[src/rtl/pc_sequencer.sv]
`default_nettype none
// ============================================================================
// Module  : pc_sequencer
// Purpose : Fetch/execute/update control FSM that drives the PC opcode for the
//           rv32i core. Optional target alignment check: PC_SEQ_ALIGN_CHECK_EN.
// Revision: 1.0
// ============================================================================
module pc_sequencer #(
    parameter int XLEN          = 32,
    parameter int CNT_W         = 32,
    parameter int FETCH_TIMEOUT = 255
) (
    input  logic             clk,
    input  logic             rstn,
    input  logic             i_start,
    output logic             o_imem_req,
    input  logic             i_imem_ack,
    output logic             o_exec_valid,
    input  logic             i_exec_done,
    input  logic [2:0]       i_ctrl_class,
    input  logic             i_branch_taken,
    input  logic [XLEN-1:0]  i_target,
    output logic [2:0]       o_pc_op,
    output logic [2:0]       o_state,
    output logic             o_halted,
    output logic [1:0]       o_fault,
    output logic [CNT_W-1:0] o_retired
);

    localparam logic [2:0] c_PC_STOP   = 3'd0;
    localparam logic [2:0] c_PC_INCR   = 3'd1;
    localparam logic [2:0] c_PC_JAL    = 3'd2;
    localparam logic [2:0] c_PC_JALR   = 3'd3;
    localparam logic [2:0] c_PC_BRANCH = 3'd4;

    localparam logic [1:0] c_FAULT_NONE    = 2'd0;
    localparam logic [1:0] c_FAULT_ILLEGAL = 2'd1;
    localparam logic [1:0] c_FAULT_TIMEOUT = 2'd2;
    localparam logic [1:0] c_FAULT_ALIGN   = 2'd3;

    localparam int              c_TO_W    = $clog2(FETCH_TIMEOUT + 1);
    localparam logic [c_TO_W-1:0] c_TO_LAST = c_TO_W'(FETCH_TIMEOUT - 1);

    typedef enum logic [2:0] {
        ST_IDLE   = 3'd0,
        ST_FETCH  = 3'd1,
        ST_EXEC   = 3'd2,
        ST_UPDATE = 3'd3,
        ST_HALT   = 3'd4
    } state_t;

    state_t             r_state;
    state_t             w_next_state;
    logic [2:0]         r_op;
    logic [2:0]         w_next_op;
    logic [1:0]         r_fault;
    logic [1:0]         w_next_fault;
    logic [c_TO_W-1:0]  r_to_cnt;
    logic [c_TO_W-1:0]  w_next_to_cnt;
    logic [CNT_W-1:0]   r_retired;
    logic [CNT_W-1:0]   w_next_retired;
    logic               w_misaligned;
    logic               w_unused_target;

    assign w_unused_target = ^i_target;

`ifdef PC_SEQ_ALIGN_CHECK_EN
    // Only control transfers that actually redirect the PC are checked.
    assign w_misaligned = ((i_ctrl_class == 3'd1) ||
                           (i_ctrl_class == 3'd2) ||
                           ((i_ctrl_class == 3'd3) && i_branch_taken)) &&
                          (i_target[1:0] != 2'b00);
`else
    assign w_misaligned = 1'b0;
`endif

    always_ff @(posedge clk or negedge rstn) begin
        if (!rstn) begin
            r_state   <= ST_IDLE;
            r_op      <= c_PC_STOP;
            r_fault   <= c_FAULT_NONE;
            r_to_cnt  <= '0;
            r_retired <= '0;
        end else begin
            r_state   <= w_next_state;
            r_op      <= w_next_op;
            r_fault   <= w_next_fault;
            r_to_cnt  <= w_next_to_cnt;
            r_retired <= w_next_retired;
        end
    end

    always_comb begin
        w_next_state   = r_state;
        w_next_op      = r_op;
        w_next_fault   = r_fault;
        w_next_to_cnt  = r_to_cnt;
        w_next_retired = r_retired;

        case (r_state)
            ST_IDLE: begin
                if (i_start) begin
                    w_next_state  = ST_FETCH;
                    w_next_to_cnt = '0;
                end
            end

            ST_FETCH: begin
                // An ack arriving on the last allowed cycle still wins.
                if (i_imem_ack) begin
                    w_next_state  = ST_EXEC;
                    w_next_to_cnt = '0;
                end else if (r_to_cnt == c_TO_LAST) begin
                    w_next_state  = ST_HALT;
                    w_next_fault  = c_FAULT_TIMEOUT;
                    w_next_to_cnt = '0;
                end else begin
                    w_next_to_cnt = r_to_cnt + 1'b1;
                end
            end

            ST_EXEC: begin
                if (i_exec_done) begin
                    if (i_ctrl_class == 3'd4) begin
                        w_next_state = ST_HALT;
                        w_next_fault = c_FAULT_NONE;
                    end else if (i_ctrl_class > 3'd4) begin
                        w_next_state = ST_HALT;
                        w_next_fault = c_FAULT_ILLEGAL;
                    end else if (w_misaligned) begin
                        w_next_state = ST_HALT;
                        w_next_fault = c_FAULT_ALIGN;
                    end else begin
                        w_next_state = ST_UPDATE;
                        case (i_ctrl_class)
                            3'd1:    w_next_op = c_PC_JAL;
                            3'd2:    w_next_op = c_PC_JALR;
                            3'd3:    w_next_op = i_branch_taken ? c_PC_BRANCH : c_PC_INCR;
                            default: w_next_op = c_PC_INCR;
                        endcase
                    end
                end
            end

            ST_UPDATE: begin
                w_next_state = ST_FETCH;
                if (r_retired != {CNT_W{1'b1}}) begin
                    w_next_retired = r_retired + 1'b1;
                end
            end

            ST_HALT: begin
                w_next_state = ST_HALT;
            end

            default: begin
                w_next_state = ST_IDLE;
            end
        endcase
    end

    assign o_pc_op      = (r_state == ST_UPDATE) ? r_op : c_PC_STOP;
    assign o_state      = r_state;
    assign o_imem_req   = (r_state == ST_FETCH);
    assign o_exec_valid = (r_state == ST_EXEC);
    assign o_halted     = (r_state == ST_HALT);
    assign o_fault      = r_fault;
    assign o_retired    = r_retired;

endmodule
`default_nettype wire
[config.mk]
export PLATFORM = sky130hd
export DESIGN_NAME = pc_sequencer
export DESIGN_NICKNAME = d
export VERILOG_FILES = /design/src/rtl/pc_sequencer.sv
export SDC_FILE = /design/constraint.sdc
export NUM_CORES = 1
export LEC_CHECK = 0
export CAP_MARGIN = 20
export CELL_PAD_IN_SITES_DETAIL_PLACEMENT = 0
export CELL_PAD_IN_SITES_GLOBAL_PLACEMENT = 1
export CORE_MARGIN = 5
export CORE_UTILIZATION = 36
export CTS_CLUSTER_SIZE = 24
export DETAILED_ROUTE_END_ITERATION = 6
export HOLD_SLACK_MARGIN = 0.02
export PLACE_DENSITY_LB_ADDON = 0.12
export SETUP_SLACK_MARGIN = 0.15
export SLEW_MARGIN = 20
export SYNTH_ARGS = -nofsm -noshare
export SYNTH_HDL_FRONTEND = slang
export SYNTH_SLANG_ARGS = --single-unit
[constraint.sdc]
create_clock -name clk -period 5.6 [get_ports clk]
set_input_delay 0.56 -clock clk [delete_from_list [all_inputs] [get_ports clk]]
set_output_delay 0.56 -clock clk [all_outputs]
set_load 0.05 [all_outputs]
==> flow_summary.ini, run 1 <==
[cts]
clk_latency_ns = 0.30
clock_path_buffers = 2
clock_sinks = 48
postCtsSetupBuffers = 0
clkTransAtPathRegs_ns = 0.09
cts_hold_buf = 0
ctsResizeCount = 0
cts-buffers-inserted = 5
htree_num_levels = 2
cts_tree = yes
clockRootBuffer = clkbuf_8

[route]
first_pass_iters = 4
vias = 1870
ant_nets = 0
viasPerCell = 5.07
dr.first_iter.drc_count = 44
wl_mm = 5.19
routedWlPerCell_um = 14.1
post-route-drc-count = 0

[sta]
finalSetupViolations = 0
max_slew_margin = 0.516
setup_tns_ns = 0
finalHoldViolCount = 0
slew_viol_final = 0
grt_setup_unrepaired = false
fmax_ghz = 0.373
finClkSkew_ns = 0.0124
worstMarginPinSlew_ns = 0.721
min_period_ns = 2.68
period_share = 0.479

[global_routing]
grt_usage = 0.125
grt_util_met1 = 0.161
grt_pass1_wl_mm = 8.77
met2_usage = 0.212
antenna_found_initial = 0
grt_pass1_vias = 1837
grt_overflow = 0
grt_max_degree = 49
busiest_layer = met2
grtUsageMet3 = 0.0298

[die]
start_util = 0.372
num_rows = 29
die_w_um = 91.2
die_h_um = 91.2
io_pins = 84
dieArea_sq_mm = 0.00832
core_sq_mm = 0.00639

[worst_setup_path]
required_ns = 5.04
reg2reg_from = o_retired[8]
r2r-end = o_retired[31]
rr_worst_depth = 5
reg2reg_slack_ns = 3.31
crit_arrival_ns = 2.12
crit_path_end_kind = primary output
cp_max_fo = 9
path_class = flip-flop to primary output
worst_setup_path_start_kind = flip-flop

[placed_design]
dp_hpwl_mm = 3.72
globalplace.congestion = 0.744
place.port_buffers = 51
place_area_sq_mm = 0.00297

[finish]
antenna_cells = 0
drive_gt1_frac = 0.0753
fin_util = 0.478
area_growth_pct = 28.4
fin_area_sq_mm = 0.00305
layout.nets = 336

[synthesis]
yosysSeqAreaShare = 0.506
synth_nets = 282
synth-seq-cells = 48
syn_area_sq_mm = 0.00238
netlist_instances = 238
synth_warnings = 0
yosysUniqueCellTypes = 39
avgSynthCellArea_sq_um = 9.98

[min_path]
hold_path.class = input pin to async pin

[power_and_ir_drop]
p_per_area_mw_per_mm2 = 331
ir_drop_uv = 218
p_leak_nw = 1.28

[job]
cap_violations = 0

[status]
status = complete, no violations
-- report_power, final --
part,switching [mW],internal (mW),total (mW),leakage (nW)
logic,0.238,0.125,0.363,0.588
registers,0.0506,0.390,0.441,0.652
clock network,0.119,0.0854,0.204,0.0410
total,0.408,0.601,1.01,1.28
-- worst max-delay path by stage --
stage	from	to	slack (ns)
global placement	o_retired[0]	o_retired[1]	3.18
global route	o_state[1]	o_exec_valid	2.77
CTS	o_state[1]	o_exec_valid	2.91
finish	o_state[1]	o_exec_valid	2.92
detailed placement	i_start	r_to_cnt[5]	3.19
floorplan	o_state[1]	r_op[1]	2.64
-- routing by layer --
layer  share of wire  vias to the layer above
li1                -                      938
met1            0.47                      894
met2            0.47                       34
met3           0.043                        4
met4          0.0085                        0
met5               0                        -
-- sequential cells by signal (all words and copies together) (netlist names) --
signal     cells
o_fault        2
r_to_cnt       8
r_op           3
o_state        3
o_retired     32
-- cell usage after synthesis --
cell type | n | area [sq um]
nand2_1 | 22 | 82.6
or3_1 | 1 | 6.26
dfrtp_1 | 48 | 1200
and2_1 | 5 | 31.3
o21ai_1 | 1 | 5.00
and3_2 | 1 | 7.51
a2111o_2 | 1 | 12.5
clkbuf_1 | 6 | 22.5
or3b_1 | 1 | 8.76
buf_2 | 1 | 5.00
nor4_2 | 4 | 50.1
or4_1 | 1 | 7.51
nor3b_1 | 1 | 7.51
o31ai_1 | 1 | 7.51
ha_1 | 3 | 37.5
nand3_1 | 15 | 75.1
and3b_2 | 1 | 10.0
o21a_1 | 1 | 7.51
inv_1 | 5 | 18.8
and3_1 | 3 | 18.8
nand3b_1 | 2 | 15.0
nand2b_1 | 2 | 12.5
or2_2 | 1 | 6.26
mux2_2 | 2 | 22.5
nor2b_1 | 4 | 25.0
a21o_1 | 1 | 7.51
a21boi_0 | 1 | 7.51
a21oi_1 | 5 | 25.0
nor3_1 | 11 | 55.1
nor4_1 | 3 | 18.8
xnor2_1 | 17 | 149
xor2_1 | 17 | 149
nor2_1 | 20 | 75.1
nand4_2 | 1 | 12.5
a31oi_1 | 2 | 12.5
and4_2 | 1 | 10.0
o21ai_0 | 12 | 60.1
nand4_1 | 13 | 81.3
nor4b_1 | 1 | 8.76
-- cell usage in the layout (no fill, tap or decap), types with 3 or more instances in the layout --
cell             count
a21oi_1              5
and2_1               5
and3_1               3
buf_4                3
clkbuf_8             5
clkdlybuf4s50_1     50
dfrtp_1             48
ha_1                 3
inv_1                5
nand2_1             22
nand3_1             15
nand4_1             13
nor2_1              20
nor2b_1              4
nor3_1              11
nor4_1               3
nor4_2               4
o21ai_0             11
xnor2_1             17
xor2_1              17
-- cells by family (layout without fill, tap and decap cells) --
group,count (synthesis),in the layout,synth area share
AND/OR/NAND/NOR,114,114,0.263
flip-flops,48,48,0.506
XOR/XNOR,34,34,0.125
AO/OA/AOI/OAI,25,25,0.0611
buffers and inverters,12,66,0.0195
adder cells (fa/ha/maj),3,3,0.0158
multiplexers,2,2,0.00948
-- area by class of cell --
cell class / count / area [sq um]
timing repair buffer: 54 / 528
clock buffer: 6 / 72.6
clock inverter: 1 / 5.00
fill: 616 / 3340
inverter: 5 / 18.8
multi-input combinational: 178 / 1130
tap: 77 / 96.3
sequential: 48 / 1200
-- stage by stage --
step	power, mW	setup WS, ns	hold WS, ns	std cells
6_report	1.01	2.92	0.329	369
5_1_grt	1.07	2.77	0.415	369
4_1_cts	1.02	2.91	0.378	369
3_5_place_dp	0.813	3.19	0.490	362
3_3_place_gp	0.810	3.18	0.488	361
2_1_floorplan	0.690	2.64	0.264	238
-- worst max-delay path, stage by stage (launching register included) --
cell             delay, ns
dfrtp_1               0.51
inv_1                 0.14
nor3_1                0.31
clkdlybuf4s50_1       0.87
No activity file was read; power rests on OpenSTA's default activity.
==> run 2: changes to the inputs <==
--- a/config.mk
+++ b/config.mk
@@ -9,7 +9,7 @@
 export CELL_PAD_IN_SITES_DETAIL_PLACEMENT = 0
 export CELL_PAD_IN_SITES_GLOBAL_PLACEMENT = 1
 export CORE_MARGIN = 5
-export CORE_UTILIZATION = 36
+export CORE_UTILIZATION = 30
 export CTS_CLUSTER_SIZE = 24
 export DETAILED_ROUTE_END_ITERATION = 6
 export HOLD_SLACK_MARGIN = 0.02
==> constraint.sdc (replaced) <==
create_clock -name clk -period 2.2 [get_ports clk]
set_input_delay 0.22 -clock clk [delete_from_list [all_inputs] [get_ports clk]]
set_output_delay 0.22 -clock clk [all_outputs]
set_load 0.05 [all_outputs]
==> flow_summary.ini, run 2 (synthesized netlist as in run 1, its figures left out) <==
[cts]
clock_path_buffers = 2
clock_sinks = 48
clk_latency_ns = 0.30
cts-buffers-inserted = 5
htree_num_levels = 2
cts_tree = yes
clkTransAtPathRegs_ns = 0.10
clockRootBuffer = clkbuf_8

[worst_setup_path]
worst_setup_path_start_kind = flip-flop
reg2reg_slack_ns = 0.22
startpoint = o_retired[14]
cp_cell_sequence = nand2_1, or4_4, a2111o_2, nor4_4, xor2_1
endpoint = o_retired[31]
crit_arrival_ns = 2.21
crit_path_end_kind = flip-flop
cp_max_fo = 7
required_ns = 2.43
critPathSlowestCell = or4_4
r2r-end = o_retired[31]
path_class = flip-flop to flip-flop
rr_worst_depth = 5
reg2reg_from = o_retired[14]
critical_path.max_stage_delay_ns = 0.55

[sta]
slew_viol_final = 0
grt_setup_unrepaired = true
min_period_ns = 1.98
finalSetupViolations = 0
finClkSkew_ns = 0.0109
finalHoldViolCount = 0
period_share = 0.900
setup_tns_ns = 0
fmax_ghz = 0.505
worstMarginPinSlew_ns = 0.747
max_slew_margin = 0.499

[route]
routedWlPerCell_um = 13.9
first_pass_iters = 4
ant_nets = 0
wl_mm = 5.61
viasPerCell = 4.86
post-route-drc-count = 0
vias = 1969
dr.first_iter.drc_count = 61

[finish]
final_common_cell = clkdlybuf4s50_1
antenna_cells = 0
layout.nets = 346
area_growth_pct = 39.1
drive_gt1_frac = 0.251
largest_register_ffs = 32
fin_util = 0.428
mostFrequentLayoutCells = clkdlybuf4s50_1, dfrtp_2, nand2_1

[power_and_ir_drop]
switching_power_mw = 1.06
ir_drop_uv = 566
swShare = 0.390
clockPowerShare = 0.235
p_seq_frac = 0.421
combPwrFrac = 0.344
p_per_area_mw_per_mm2 = 821
p_leak_nw = 1.36
power.internal_mw = 1.66

[global_routing]
grt_pass1_vias = 1920
antenna_found_initial = 0
grt_overflow = 0
grt_usage = 0.118
grt_pass1_wl_mm = 9.47
grt_max_degree = 28

[status]
status = complete, no violations

[die]
dieArea_sq_mm = 0.00980
die_w_um = 99.0
core_sq_mm = 0.00773
num_rows = 32
die_h_um = 99.0
io_pins = 84
start_util = 0.307

[placed_design]
dp_hpwl_mm = 4.05
place.port_buffers = 51
globalplace.congestion = 0.787

[job]
cap_violations = 0

[min_path]
hold_path.class = input pin to async pin
## run 2: cell types whose count changed in the layout (fill, tap and decap cells not counted), sizes merged
cell	before	now
buf	4	16
clkdlybuf4s50	50	44
dlygate4sd2	0	3
bufinv	0	1
dlygate4sd3	0	1
## run 2: worst min path at each step
stage / slack, ns / endpoint / startpoint / cells past startpoint
after detailed placement: 0.24 / o_retired[27] / rstn / 1
after global routing: 0.47 / o_retired[27] / rstn / 2
after floorplan: -0.08 / o_fault[0] / rstn / 0
final: 0.42 / o_retired[27] / rstn / 2
after global placement: 0.24 / o_retired[27] / rstn / 1
after CTS: 0.44 / o_retired[27] / rstn / 2
## run 2: what timing repair did
| action | 4_1_cts | 5_1_grt |
|---|---|---|
| setup buffers | 0 | 9 |
| resized for setup | 4 | 5 |
| pin swaps | 0 | 3 |
| hold endpoints to repair | 21 | 0 |
| endpoints found under the setup margin | 6 | 8 |
| hold buffers | 1 | 0 |
## run 2: final cells by class
cell class | instances | area [sq um]
fill | 735 | 4420
sequential | 48 | 1240
multi-input combinational | 178 | 1210
timing repair buffer | 64 | 607
tap | 102 | 128
clock buffer | 6 | 72.6
clock inverter | 2 | 35.0
inverter | 5 | 18.8
## run 2: through the flow
stage | cell area (sq um) | setup WS, ns | hold WS, ns | power, mW | std cells
floorplan | 2470 | 0.146 | -0.0756 | 1.79 | 238
global placement | 3090 | 0.0923 | 0.241 | 2.11 | 387
detailed placement | 3090 | 0.160 | 0.238 | 2.12 | 387
CTS | 3210 | 0.190 | 0.441 | 2.76 | 396
global route | 3300 | 0.133 | 0.471 | 2.87 | 405
finish | 3300 | 0.220 | 0.417 | 2.71 | 405
## run 2: layer usage
layer / global-route usage / share of wire
met5: 0 / 0
met2: 0.189 / 0.47
met3: 0.0318 / 0.045
met1: 0.158 / 0.48
met4: 0.0315 / 0.0098
## run 2: worst max-delay path, delay by kind of cell (launching register included)
family | cells | cell delay, ns
AO/OA/AOI/OAI | 1 | 0.53
AND/OR/NAND/NOR | 3 | 0.82
flip-flops | 1 | 0.40
XOR/XNOR | 1 | 0.16
## run 2: power by group through the flow
stage,Clock (mW),Sequential [mW],Combinational (mW)
floorplan,0,1.35,0.441
global route,0.702,1.17,1.00
detailed placement,0,1.16,0.953
CTS,0.667,1.14,0.945
finish,0.637,1.14,0.935
global placement,0,1.16,0.949
==> run 3: changes to the inputs <==
--- a/config.mk
+++ b/config.mk
@@ -12,10 +12,11 @@
 export CORE_UTILIZATION = 30
 export CTS_CLUSTER_SIZE = 24
 export DETAILED_ROUTE_END_ITERATION = 6
-export HOLD_SLACK_MARGIN = 0.02
+export HOLD_SLACK_MARGIN = 0.1
 export PLACE_DENSITY_LB_ADDON = 0.12
 export SETUP_SLACK_MARGIN = 0.15
 export SLEW_MARGIN = 20
 export SYNTH_ARGS = -nofsm -noshare
 export SYNTH_HDL_FRONTEND = slang
 export SYNTH_SLANG_ARGS = --single-unit
+export TNS_END_PERCENT = 20
==> flow_summary.ini, run 3 (synthesized netlist as in run 1, its figures left out) <==
[status]
status = complete, no violations

[placed_design]
place.port_buffers = 51
dp_hpwl_mm = 3.97
dp_slack_ns = 0.152
globalplace.congestion = 0.747

[power_and_ir_drop]
swShare = 0.395
switching_power_mw = 1.03
clockPowerShare = 0.207
power.internal_mw = 1.58
ir_drop_uv = 788
p_per_area_mw_per_mm2 = 813
p_leak_nw = 1.31
p_seq_frac = 0.432
combPwrFrac = 0.362

[die]
core_sq_mm = 0.00773
num_rows = 32
die_w_um = 99.0
start_util = 0.307
dieArea_sq_mm = 0.00980
die_h_um = 99.0
io_pins = 84

[sta]
finalHoldViolCount = 0
slew_viol_final = 0
period_share = 0.955
setup_tns_ns = 0
finClkSkew_ns = 0.00808
min_period_ns = 2.10
fmax_ghz = 0.476
layout_setup_ws_ns = 0.0996
max_slew_margin = 0.503
worstMarginPinSlew_ns = 0.740
grt_setup_unrepaired = true
finalSetupViolations = 0

[worst_setup_path]
rr_worst_depth = 5
worst_setup_path_start_kind = flip-flop
critPathTopFamily = buffers and inverters
critical_path.max_stage_delay_ns = 0.83
reg2reg_from = o_retired[5]
crit_path_end_kind = primary output
required_ns = 1.98
reg2reg_slack_ns = 0.18
critical_path_buf_inv_count = 2
cp_max_fo = 10
cp_cell_sequence = buf_4, nor3_4, clkdlybuf4s50_1
r2r-end = o_retired[29]
path_class = flip-flop to primary output
critPathSlowestCell = clkdlybuf4s50_1
crit_arrival_ns = 1.88

[route]
dr.first_iter.drc_count = 23
wl_mm = 5.46
vias = 1888
post-route-drc-count = 0
ant_nets = 0
first_pass_iters = 4
routedWlPerCell_um = 13.7
viasPerCell = 4.73

[cts]
clkTransAtPathRegs_ns = 0.08
clock_sinks = 48
cts_tree = yes
clk_latency_ns = 0.30
clockRootBuffer = clkbuf_8
cts-buffers-inserted = 5
clock_path_buffers = 2
htree_num_levels = 2

[finish]
regArea_sq_mm = 0.00124
layout.nets = 340
largest_register_ffs = 32
mostFrequentLayoutCells = clkdlybuf4s50_1, dfrtp_2, nand2_1
multi_input_area_sq_mm = 0.00118
nFillCells = 766
final_common_cell = clkdlybuf4s50_1
antenna_cells = 0
drive_gt1_frac = 0.219
area_growth_pct = 35.4

[global_routing]
grt_pass1_wl_mm = 9.03
grt_overflow = 0
grt_pass1_vias = 1821
grt_max_degree = 30
antenna_found_initial = 0
grt_usage = 0.113

[min_path]
hold_path.class = input pin to async pin

[job]
cap_violations = 0
-- run 3: cell types whose count changed in the layout (fill, tap and decap cells not counted), moves of 2 or more --
cell / change
nor3_2: -2
dlygate4sd2_1: -2
nor3_1: +2
buf_4: -6
-- run 3: area by class of cell --
cell class,instances,area share
Sequential cell,48,0.385
Tap cell,102,0.0397
Timing Repair Buffer,58,0.176
Inverter,5,0.00583
Multi-Input combinational cell,178,0.366
Clock buffer,8,0.0280
-- run 3: worst max-delay path by stage --
stage / endpoint / depth (start not counted) / from
after detailed placement: o_retired[30] / 5 / o_retired[6]
after CTS: o_exec_valid / 3 / o_state[2]
after global routing: o_exec_valid / 3 / o_state[1]
final: o_exec_valid / 3 / o_state[2]
after global placement: r_to_cnt[7] / 5 / i_start
after floorplan: o_retired[20] / 6 / o_retired[14]
-- run 3: what timing repair did --
item / in CTS / in global routing
endpoints found under the setup margin: 8 / 11
resized for setup: 1 / 2
pin swaps: 0 / 0
endpoints found under the hold margin: 19 / 0
hold buffers: 1 / 0
buffers inserted: 0 / 0
-- run 3: worst reg2reg max path: stages, from the launching register on --
cell and delay [ns]:
dfrtp_2 0.43, nand3_2 0.10, or4_1 0.52, a2111o_2 0.47, nor3_1 0.25, xor2_1 0.17
-- run 3: power by group through the flow --
| stage | sequential, mW | clock (mW) | combinational, mW |
|---|---|---|---|
| 2_1_floorplan | 1.35 | 0 | 0.441 |
| 3_3_place_gp | 1.15 | 0 | 0.967 |
| 3_5_place_dp | 1.15 | 0 | 0.966 |
| 4_1_cts | 1.13 | 0.571 | 0.964 |
| 5_1_grt | 1.15 | 0.608 | 1.03 |
| 6_report | 1.13 | 0.541 | 0.946 |
-- run 3: routing by layer --
metal | track usage | vias up | routed length, um
met4 | 0.0378 | 0 | 76
met3 | 0.0311 | 5 | 270
met1 | 0.148 | 902 | 2570
met5 | 0 | - | 0
li1 | - | 943 | -
met2 | 0.179 | 38 | 2540
-- run 3: stage by stage --
step	util	cells	cell area [sq um]	hold WS [ns]	power, mW
global placement	0.403	390	3110	0.226	2.12
floorplan	-	238	2460	-0.0756	1.79
global route	0.416	399	3220	0.467	2.79
finish	0.416	399	3220	0.418	2.62
CTS	0.416	399	3210	0.428	2.67
detailed placement	0.403	390	3110	0.221	2.12
